**src/rtl/lcd_spi_tx_sched.sv**
```systemverilog
// SPI mode-0 transmit scheduler for the ILI9341 link: round-robin arbitration between
// command and pixel requesters, one 9-bit word (DC + byte) serialized per grant.
module lcd_spi_tx_sched #(
  parameter int DIV_W   = 8,
  parameter int DEF_DIV = 4
) (
  input  logic             i_clk,
  input  logic             rst,
  input  logic [DIV_W-1:0] i_div,
  input  logic             i_cmd_valid,
  input  logic [8:0]       i_cmd_data,
  output logic             o_cmd_ready,
  input  logic             i_pix_valid,
  input  logic [8:0]       i_pix_data,
  output logic             o_pix_ready,
  output logic             o_cs_n,
  output logic             o_dc,
  output logic             o_sck,
  output logic             o_mosi,
  output logic             o_busy
);

  typedef enum logic [2:0] {IDLE, SETUP, SHIFT, HOLD, NEXT} state_t;

  state_t           state_q, state_d;
  logic [DIV_W-1:0] h_q, h_d, hcnt_q, hcnt_d;
  logic [2:0]       bit_q, bit_d;
  logic [7:0]       sh_q, sh_d;
  logic             cs_n_d, sck_d, mosi_d, dc_d;
  logic             rr_pix_q, rr_pix_d;

  logic             can_accept, grant_cmd, grant_pix, accept, h_last;
  logic [8:0]       word;
  logic [DIV_W-1:0] div_eff;

  // rr_pix_q remembers whether the pixel port won the last grant, so a tie goes to the other port
  assign can_accept  = (state_q == IDLE) || (state_q == NEXT);
  assign grant_cmd   = can_accept && i_cmd_valid && (!i_pix_valid || rr_pix_q);
  assign grant_pix   = can_accept && i_pix_valid && (!i_cmd_valid || !rr_pix_q);
  assign accept      = grant_cmd || grant_pix;
  assign word        = grant_cmd ? i_cmd_data : i_pix_data;
  assign o_cmd_ready = grant_cmd;
  assign o_pix_ready = grant_pix;
  assign o_busy      = (state_q != IDLE);

  assign div_eff = (i_div == '0) ? DIV_W'(DEF_DIV) : i_div;
  assign h_last  = (hcnt_q == h_q - DIV_W'(1));

  always_comb begin
    state_d  = state_q;
    h_d      = h_q;
    hcnt_d   = hcnt_q;
    bit_d    = bit_q;
    sh_d     = sh_q;
    cs_n_d   = o_cs_n;
    sck_d    = o_sck;
    mosi_d   = o_mosi;
    dc_d     = o_dc;
    rr_pix_d = rr_pix_q;

    if (accept) begin
      rr_pix_d = grant_pix;
    end

    case (state_q)
      IDLE, NEXT: begin
        if (accept) begin
          state_d = SETUP;
          h_d     = div_eff;
          hcnt_d  = '0;
          bit_d   = '0;
          cs_n_d  = 1'b0;
          sck_d   = 1'b0;
          dc_d    = word[8];
          mosi_d  = word[7];
          sh_d    = {word[6:0], 1'b0};
        end else if (state_q == NEXT) begin
          state_d = IDLE;
          cs_n_d  = 1'b1;
          mosi_d  = 1'b0;
        end
      end
      SETUP: begin
        hcnt_d = hcnt_q + DIV_W'(1);
        if (h_last) begin
          hcnt_d  = '0;
          state_d = SHIFT;
          sck_d   = 1'b1;
          bit_d   = '0;
        end
      end
      SHIFT: begin
        hcnt_d = hcnt_q + DIV_W'(1);
        if (h_last) begin
          hcnt_d = '0;
          if (o_sck) begin
            // Falling edge: present the next bit; the last bit simply stays on the line
            sck_d = 1'b0;
            if (bit_q != 3'd7) begin
              mosi_d = sh_q[7];
              sh_d   = {sh_q[6:0], 1'b0};
            end
          end else begin
            bit_d = bit_q + 3'd1;
            if (bit_q == 3'd7) begin
              state_d = HOLD;
            end else begin
              sck_d = 1'b1;
            end
          end
        end
      end
      HOLD: begin
        hcnt_d = hcnt_q + DIV_W'(1);
        if (h_last) begin
          hcnt_d  = '0;
          state_d = NEXT;
        end
      end
      default: state_d = IDLE;
    endcase
  end

  always_ff @(posedge i_clk) begin
    if (rst) begin
      state_q  <= IDLE;
      h_q      <= DIV_W'(DEF_DIV);
      hcnt_q   <= '0;
      bit_q    <= '0;
      sh_q     <= '0;
      o_cs_n   <= 1'b1;
      o_sck    <= 1'b0;
      o_mosi   <= 1'b0;
      o_dc     <= 1'b0;
      rr_pix_q <= 1'b1;
    end else begin
      state_q  <= state_d;
      h_q      <= h_d;
      hcnt_q   <= hcnt_d;
      bit_q    <= bit_d;
      sh_q     <= sh_d;
      o_cs_n   <= cs_n_d;
      o_sck    <= sck_d;
      o_mosi   <= mosi_d;
      o_dc     <= dc_d;
      rr_pix_q <= rr_pix_d;
    end
  end

endmodule

```
**config.mk**
```make
export PLATFORM = sky130hd
export DESIGN_NAME = lcd_spi_tx_sched
export DESIGN_NICKNAME = d
export VERILOG_FILES = /design/src/rtl/lcd_spi_tx_sched.sv
export SDC_FILE = /design/constraint.sdc
export NUM_CORES = 1
export LEC_CHECK = 0
export ABC_AREA = 1
export BUFFER_PORTS_ARGS = -buffer_cell sky130_fd_sc_hd__buf_2
export CAP_MARGIN = 20
export CORE_MARGIN = 1.5
export CORE_UTILIZATION = 49
export DETAILED_ROUTE_END_ITERATION = 7
export PLACE_DENSITY_LB_ADDON = 0.3
export SETUP_SLACK_MARGIN = 0.05
export SYNTH_ARGS = -nofsm -noshare
export SYNTH_HDL_FRONTEND = slang
export SYNTH_SLANG_ARGS = --single-unit
export TNS_END_PERCENT = 100
```
**constraint.sdc**
```tcl
create_clock -name i_clk -period 3.4 [get_ports i_clk]
set_input_delay 0.51 -clock i_clk [delete_from_list [all_inputs] [get_ports i_clk]]
set_output_delay 0.51 -clock i_clk [all_outputs]
set_load 0.02 [all_outputs]
```
==> results.tsv, run 1 <==
metric	value	unit
outcome	complete, no violations	
Tightest Pin Transition	0.641	ns
dpl hpwl	3390	um
H-Tree Depth	2	
Wirelength per Cell	11.2	um
layout cells sized above 1	17.5	%
via-per-instance ratio	5.04	
Final Instance Area	0.00238	mm^2
Rows	23	
Setup violations, final	0	
total core area	0.00406	mm^2
I/O pin cnt	37	
DR pass1 iterations	4	
internal power	1.11	mW
Crit path arrival time	1.87	ns
max cap viols	0	
vias	2042	
total global-route track usage	21.3	%
CTS root buf	clkbuf_8	
Post-synth EDFFs	0	
initial antenna violation count	0	
die width	68.4	um
Achievable Freq	0.420	GHz
die area	0.00468	mm^2
Synth warnings	0	
#FFs+latches synth	34	
Commonest cells post-synth	nand2_1, dfxtp_1, inv_1, nand3_1, nor2_1	
RSZ-0062 raised after global routing	no	
register area share after synthesis	32.4	%
Routed WL	4540	um
Reg clk slew, reported paths	0.07	ns
Reg2Reg Depth	10	
Worst Setup EP	o_cmd_ready	
r2r endpoint	sh_q[7]	
CTS Buffer Depth	2	
# fillers	404	
Post-CTS Hold Fix Bufs	0	
# Post-CTS Setup Buffers	0	
R2R Setup Slk	1.20	ns
synthesized cell area	0.00210	mm^2
Power, Total	2.02	mW
synth unique cells	36	
Final Util	58.8	%
multi-input combinational cell area	0.00120	mm^2
count leader, synth	nand2_1	
Flop pwr share	29.1	%
Crit Path Category	reg -> out	
fin. max-slew vios	0	
LEAKAGE	1.17	nW
Final Hold Fails	0	
later-pin clock latency in the skew report	0.28	ns
ys async rst share	0	%
CP Capture Type	primary output	
diode count	0	
global-route wire length before repair	7620	um
Congestion Overflow GR	0	
Placed Cells	398	
CTS resizes	0	
CTS tree	built	
worst hold path class	in -> reg	
RD Place Congestion	0.803	
Net Sw Power	0.910	mW
# DRC	0	
top cell type's share of synthesized area	32.4	%
r2r startpoint	state_q[0]	
die height	68.4	um
Worst Path Max Fanout	11	
clock share of power	18.6	%
Logic pwr share	52.3	%
startpoint class of the critical path	register	
Power per Cell Area	847	mW/mm^2
Clock Sinks	34	
top_reg_cell synth	dfxtp_1	
Layout area overhead	13.7	%
nets	389	
Worst setup startpoint	state_q[0]	
Placed Area	0.00227	mm^2
share of the clock period used by the worst path	70.0	%
CTS buffer count	5	
Post-Syn Area per Cell	6.52	um^2
Period minus WS final	2.38	ns
post-route ant nets	0	
DR iter-0 viols	51	
Net Count, Synth	356	
Reg area	681	um^2
Critical Path RT	2.89	ns
Final Skew	0.00815	ns
Gate Count Post-Synth	322	
Slew headroom	57.2	%
vias in the first global route	1813	
Initial Util	51.7	%
VDD IR max	0.000578	V
top cell type by total area after synthesis	dfxtp_1	
Setup TNS Final	0	ns
# port buffers	36	
Non-Filler Instances	405	
pin count of the biggest net entering global routing	23	
Synth area leaders	dfxtp_1, nand2_1, nand3_1, a21oi_1, inv_1	
Sw Share	45.0	%
how the worst min path moves through the flow:
stage,cells past startpoint,to,startpoint
after global placement,2,sh_q[6],sh_q[6]
after CTS,3,h_q[7],i_div[7]
after floorplan,2,sh_q[4],sh_q[4]
after global routing,3,h_q[7],i_div[7]
final,3,h_q[7],i_div[7]
after detailed placement,2,sh_q[6],sh_q[6]
critical path, cell delays in order, from the launching register on:
cell     delay, ns
dfxtp_1       0.38
nor2_4        0.27
nand3_1       0.41
inv_2         0.32
buf_2         0.21
cell type report:
| cell class | count | area share, % |
|---|---|---|
| tap | 50 | 2.62 |
| inverter | 37 | 6.24 |
| clock inverter | 1 | 1.26 |
| timing repair buffer | 36 | 7.56 |
| multi-input combinational | 241 | 50.3 |
| sequential | 34 | 28.5 |
| clock buffer | 6 | 3.46 |
power by group through the flow:
stage               registers [mW]  clock network, mW  logic (mW)
floorplan                    0.593                  0       0.901
global placement             0.592                  0        1.03
detailed placement           0.592                  0        1.06
CTS                          0.587              0.383        1.06
global route                 0.598              0.399        1.22
finish                       0.587              0.376        1.06
sequential cells by signal, summed over array words and instances (netlist names):
| register | count |
|---|---|
| sh_q | 7 |
| h_q | 8 |
| o_cs_n | 1 |
| state_q | 3 |
| hcnt_q | 8 |
| o_mosi | 1 |
| rr_pix_q | 1 |
| o_dc | 1 |
| bit_q | 3 |
| o_sck | 1 |
metal layers:
metal	global-route usage (%)	up-vias	wire length, um
li1	-	1103	-
met1	25.4	901	2140
met2	38.1	31	2210
met3	4.11	7	145
met4	6.50	0	53
met5	0	-	0
stage by stage:
stage,hold WS [ns],setup slack (ns)
6_report,0.481,1.02
5_1_grt,0.487,0.862
4_1_cts,0.479,1.00
3_5_place_dp,0.470,1.19
3_3_place_gp,0.460,1.27
2_1_floorplan,0.446,1.66
placed cells by master, fill, tap and decap left out, drive strengths merged, types with 2 or more instances in the layout:
cell type / count
a21oi: 32
a31oi: 2
buf: 36
clkbuf: 6
dfxtp: 34
ha: 4
inv: 37
nand2: 99
nand3: 32
nand4: 5
nor2: 30
nor3: 2
o211ai: 3
o21ai: 18
or2: 2
xnor2: 4
xor2: 5
cell families after synthesis:
| group | count (synthesis) | share of synthesized area, % |
|---|---|---|
| buffers and inverters | 47 | 10.4 |
| AND/OR/NAND/NOR | 171 | 35.5 |
| XOR/XNOR | 9 | 3.76 |
| flip-flops | 34 | 32.4 |
| adder cells (fa/ha/maj) | 4 | 2.39 |
| AO/OA/AOI/OAI | 57 | 15.5 |
Power figures use the tool's default switching activity.
==> inputs of run 2 (changes only) <==
- clock period: 3.4 -> 2.3 ns (I/O delays scaled with it)
==> results.tsv, run 2 (synthesis gave the netlist of run 1 again) <==
metric	value	unit	change
via-per-instance ratio	5.06		+0.33%
Worst setup startpoint	h_q[0]		
Post-CTS Hold Fix Bufs	0		unchanged
commonest non-fill, non-tap cell in the layout	nand2_1		
Critical Path RT	2.49	ns	-0.40 ns
r2r startpoint	h_q[0]		
CTS buffer count	5		unchanged
dpl hpwl	3360	um	-0.80%
pin count of the biggest net entering global routing	23		unchanged
Power, Total	2.90	mW	+44%
Routed WL	4560	um	+0.48%
Worst Path Max Fanout	7		-4
RSZ-0062 raised after global routing	yes		
Reg clk slew, reported paths	0.07	ns	about the same
Setup TNS Final	0	ns	unchanged
total core area	0.00406	mm^2	unchanged
RD Place Congestion	0.829		+3.2%
# DRC	0		unchanged
total global-route track usage	21.8	%	+0.51 points
Final Instance Area	0.00238	mm^2	-0.16%
LEAKAGE	1.17	nW	+0.11%
Period minus WS final	2.06	ns	
worst hold path class	in -> reg		
diode count	0		unchanged
CP Capture Type	register		
Final Util	58.7	%	-0.092 points
Congestion Overflow GR	0		unchanged
Non-Filler Instances	408		+0.74%
global-route wire length before repair	7690	um	+0.91%
CTS root buf	clkbuf_8		
Rows	23		unchanged
Initial Util	51.7	%	unchanged
die height	68.4	um	unchanged
commonest cells after routing, fill and taps aside	nand2_1, buf_2, dfxtp_1		
Tightest Pin Transition	0.691	ns	+0.0496 ns
VDD IR max	0.000705	V	+22%
initial antenna violation count	0		unchanged
Placed Cells	400		+0.50%
Wirelength per Cell	11.2	um	-0.25%
Layout area overhead	13.5	%	
Slew headroom	53.9	%	-3.3 points
worst hold start	i_pix_data[8]		
Setup WS post-layout	0.235	ns	-0.786 ns
Crit Path Category	reg -> reg		
Achievable Freq	0.484	GHz	
H-Tree Depth	2		unchanged
Clock Sinks	34		unchanged
post-route ant nets	0		unchanged
share of the clock period used by the worst path	89.8	%	
vias in the first global route	1818		+0.28%
Power per Cell Area	1220	mW/mm^2	+44%
biggest regs	h_q: 8 flops, hcnt_q: 8 flops, sh_q: 7 flops		
Crit path arrival time	2.25	ns	+0.38 ns
# port buffers	36		unchanged
Final Hold Fails	0		unchanged
I/O pin cnt	37		unchanged
Final Skew	0.00447	ns	-0.00368 ns
later-pin clock latency in the skew report	0.29	ns	about the same
CTS Buffer Depth	2		unchanged
post-place setup slack	0.209	ns	-0.981 ns
worst hold slack	0.315	ns	-0.167 ns
die area	0.00468	mm^2	unchanged
max cap viols	0		unchanged
DR pass1 iterations	4		unchanged
DR iter-0 viols	91		+78%
Placed Area	0.00229	mm^2	+0.66%
fin. max-slew vios	0		unchanged
vias	2064		+1.1%
nets	391		+0.51%
Setup violations, final	0		unchanged
layout cells sized above 1	18.2	%	+0.69 points
CTS tree	built		
outcome	complete, no violations		
die width	68.4	um	unchanged
startpoint class of the critical path	register		
## run 2: timing repair
| item | 4_1_cts | 5_1_grt |
|---|---|---|
| setup endpoints to repair | 0 | 15 |
| resized for setup | 0 | 1 |
| buffers inserted | 0 | 0 |
## run 2: worst max-delay path: stages, from the launching register on
cell and delay, ns:
dfxtp_1 0.34, inv_1 0.09, ha_1 0.31, xor2_1 0.13, nand2_1 0.07, nor2_1 0.09
nand2_1 0.06, nor2_1 0.17, nand2_1 0.16, nand2_1 0.22, inv_1 0.15, o21ai_0 0.10
a21oi_1 0.08
## run 2: layout make-up
cell class | instances | area [um^2]
Sequential cell | 34 | 681
Multi-Input combinational cell | 241 | 1200
Inverter | 37 | 149
Clock buffer | 7 | 86.3
Clock inverter | 1 | 5.00
Tap cell | 50 | 62.6
Fill cell | 399 | 1680
Timing Repair Buffer | 38 | 195
## run 2: worst paths after layout
kind	endpoint	slack, ns	cells after the start
max	hcnt_q[5]	0.24	12
min	o_dc	0.31	3
max reg2reg	hcnt_q[5]	0.24	12
min reg2reg	h_q[7]	0.48	2
## run 2: routing by layer
layer,vias up,share of wire [%],GRT usage (%)
met5,-,0,0
met4,0,1.6,9.00
met3,7,2.5,4.44
met2,27,48,37.9
met1,919,47,25.9
li1,1111,-,-
## run 2: where the power goes
part           switching (mW)  total [mW]  internal, mW
Sequential              0.120       0.864         0.744
Combinational            1.01        1.58         0.567
Clock                   0.223       0.465         0.241
Total                    1.35        2.90          1.55
==> inputs of run 3 (changes only) <==
- BUFFER_PORTS_ARGS: -buffer_cell sky130_fd_sc_hd__buf_2 -> -buffer_cell sky130_fd_sc_hd__buf_4
- SLEW_MARGIN: default -> 40
==> results.tsv, run 3 (synthesis gave the netlist of run 1 again) <==
metric	value	unit	change
outcome	complete, no violations		
pin count of the biggest net entering global routing	23		unchanged
Reg clk slew, reported paths	0.07	ns	about the same
diode count	0		unchanged
post-route ant nets	0		unchanged
r2r endpoint	hcnt_q[5]		
Setup violations, final	0		unchanged
worst hold path class	in -> reg		
Routed WL	4680	um	+2.5%
R2R Setup Slk	0.27	ns	+0.03 ns
initial antenna violation count	0		unchanged
CTS root buf	clkbuf_8		
clock share of power	15.8	%	-0.2 points
die area	0.00468	mm^2	unchanged
dpl hpwl	3500	um	+4.0%
Worst Setup EP	hcnt_q[5]		
Congestion Overflow GR	0		unchanged
Layout area overhead	17.8	%	
Wirelength per Cell	11.5	um	+2.5%
Sw Share	46.0	%	-0.55 points
total core area	0.00406	mm^2	unchanged
Clock Sinks	34		unchanged
Tightest Pin Transition	0.649	ns	-0.0414 ns
CTS tree	built		
layout cells sized above 1	18.2	%	unchanged
CP Capture Type	register		
internal power	1.59	mW	+2.4%
# Post-CTS Setup Buffers	0		unchanged
Setup TNS Final	0	ns	unchanged
# DRC	0		unchanged
vias in the first global route	1849		+1.7%
total global-route track usage	21.9	%	+0.099 points
H-Tree Depth	2		unchanged
global-route wire length before repair	7670	um	-0.36%
die width	68.4	um	unchanged
Worst setup startpoint	h_q[0]		
CTS buffer count	5		unchanged
Critical Path RT	2.48	ns	about the same
Initial Util	51.7	%	unchanged
post-place setup slack	0.233	ns	+0.0239 ns
startpoint class of the critical path	register		
worst hold start	i_div[5]		
nets	391		unchanged
later-pin clock latency in the skew report	0.29	ns	about the same
DR pass1 iterations	4		unchanged
Crit Path Category	reg -> reg		
Flop pwr share	29.6	%	about the same
Setup WS post-layout	0.268	ns	+0.0331 ns
Final Hold Fails	0		unchanged
Period minus WS final	2.03	ns	-0.0331 ns
Crit path arrival time	2.21	ns	-0.04 ns
fin. max-slew vios	0		unchanged
Slew headroom	56.7	%	+2.8 points
share of the clock period used by the worst path	88.3	%	-1.4 points
LEAKAGE	1.20	nW	+2.4%
biggest regs	h_q: 8 flops, hcnt_q: 8 flops, sh_q: 7 flops		
DR iter-0 viols	59		-35%
Power per Cell Area	1190	mW/mm^2	-2.3%
vias	2051		-0.63%
commonest cells after routing, fill and taps aside	nand2_1, buf_4, dfxtp_1		
die height	68.4	um	unchanged
RD Place Congestion	0.793		-4.4%
max cap viols	0		unchanged
# port buffers	36		unchanged
via-per-instance ratio	5.03		-0.63%
Net Sw Power	1.35	mW	+0.17%
Logic pwr share	54.6	%	+0.3 points
Rows	23		unchanged
commonest non-fill, non-tap cell in the layout	nand2_1		
Worst Path Max Fanout	7		unchanged
RSZ-0062 raised after global routing	yes		
Reg2Reg Depth	13		+1
VDD IR max	0.000686	V	-2.7%
Post-CTS Hold Fix Bufs	0		unchanged
Final Skew	0.00540	ns	+0.000935 ns
CTS Buffer Depth	2		unchanged
Achievable Freq	0.492	GHz	+1.6%
r2r startpoint	h_q[0]		
I/O pin cnt	37		unchanged
-- run 3: area by class of cell --
type	instances	area (um^2)
clock buffer	7	86.3
clock inverter	1	5.00
fill	389	1590
inverter	37	149
multi-input combinational	241	1200
sequential	34	681
tap	50	62.6
timing repair buffer	38	285
-- run 3: worst max-delay path, cell delays in order (launching register included) --
cell and delay, ns:
dfxtp_1 0.32, inv_1 0.13, ha_1 0.21, nand3_1 0.15, nand2_1 0.11, nand2_1 0.05
nor2_1 0.08, nand2_1 0.05, nor2_1 0.14, nand2_1 0.16, nand2_1 0.21, inv_1 0.13
o21ai_0 0.09, a21oi_1 0.08
-- run 3: timing repair --
item,in CTS,in global routing
resized for setup,0,1
endpoints found under the hold margin,0,0
setup endpoints to repair,0,8
-- run 3: worst min-delay path by stage --
stage / end / depth (start not counted)
final: h_q[5] / 3
after CTS: h_q[5] / 3
after floorplan: h_q[7] / 1
after global placement: h_q[7] / 2
after detailed placement: sh_q[6] / 2
after global routing: hcnt_q[7] / 2
-- run 3: stage by stage --
| step | cells | utilization, % | power [mW] | instance area, um^2 | hold slack, ns |
|---|---|---|---|---|---|
| finish | 408 | 60.9 | 2.94 | 2470 | 0.321 |
| global route | 408 | 60.9 | 3.22 | 2470 | 0.340 |
| CTS | 408 | 60.8 | 2.96 | 2470 | 0.317 |
| detailed placement | 400 | 58.6 | 2.49 | 2380 | 0.466 |
| global placement | 400 | 58.6 | 2.45 | 2380 | 0.464 |
| floorplan | 322 | - | 2.21 | 2100 | 0.414 |
-- run 3: metal layers --
layer	GRT usage (%)	routed length, um	up-vias
met2	40.7	2340	29
met3	4.93	129	5
met1	24.1	2140	911
met4	7.50	63	0
li1	-	-	1106
met5	0	0	-
-- run 3: power groups by stage --
stage | combinational (mW) | sequential [mW] | clock, mW
6_report | 1.61 | 0.870 | 0.465
5_1_grt | 1.84 | 0.887 | 0.495
4_1_cts | 1.61 | 0.870 | 0.477
3_5_place_dp | 1.61 | 0.880 | 0
3_3_place_gp | 1.57 | 0.878 | 0
2_1_floorplan | 1.33 | 0.876 | 0
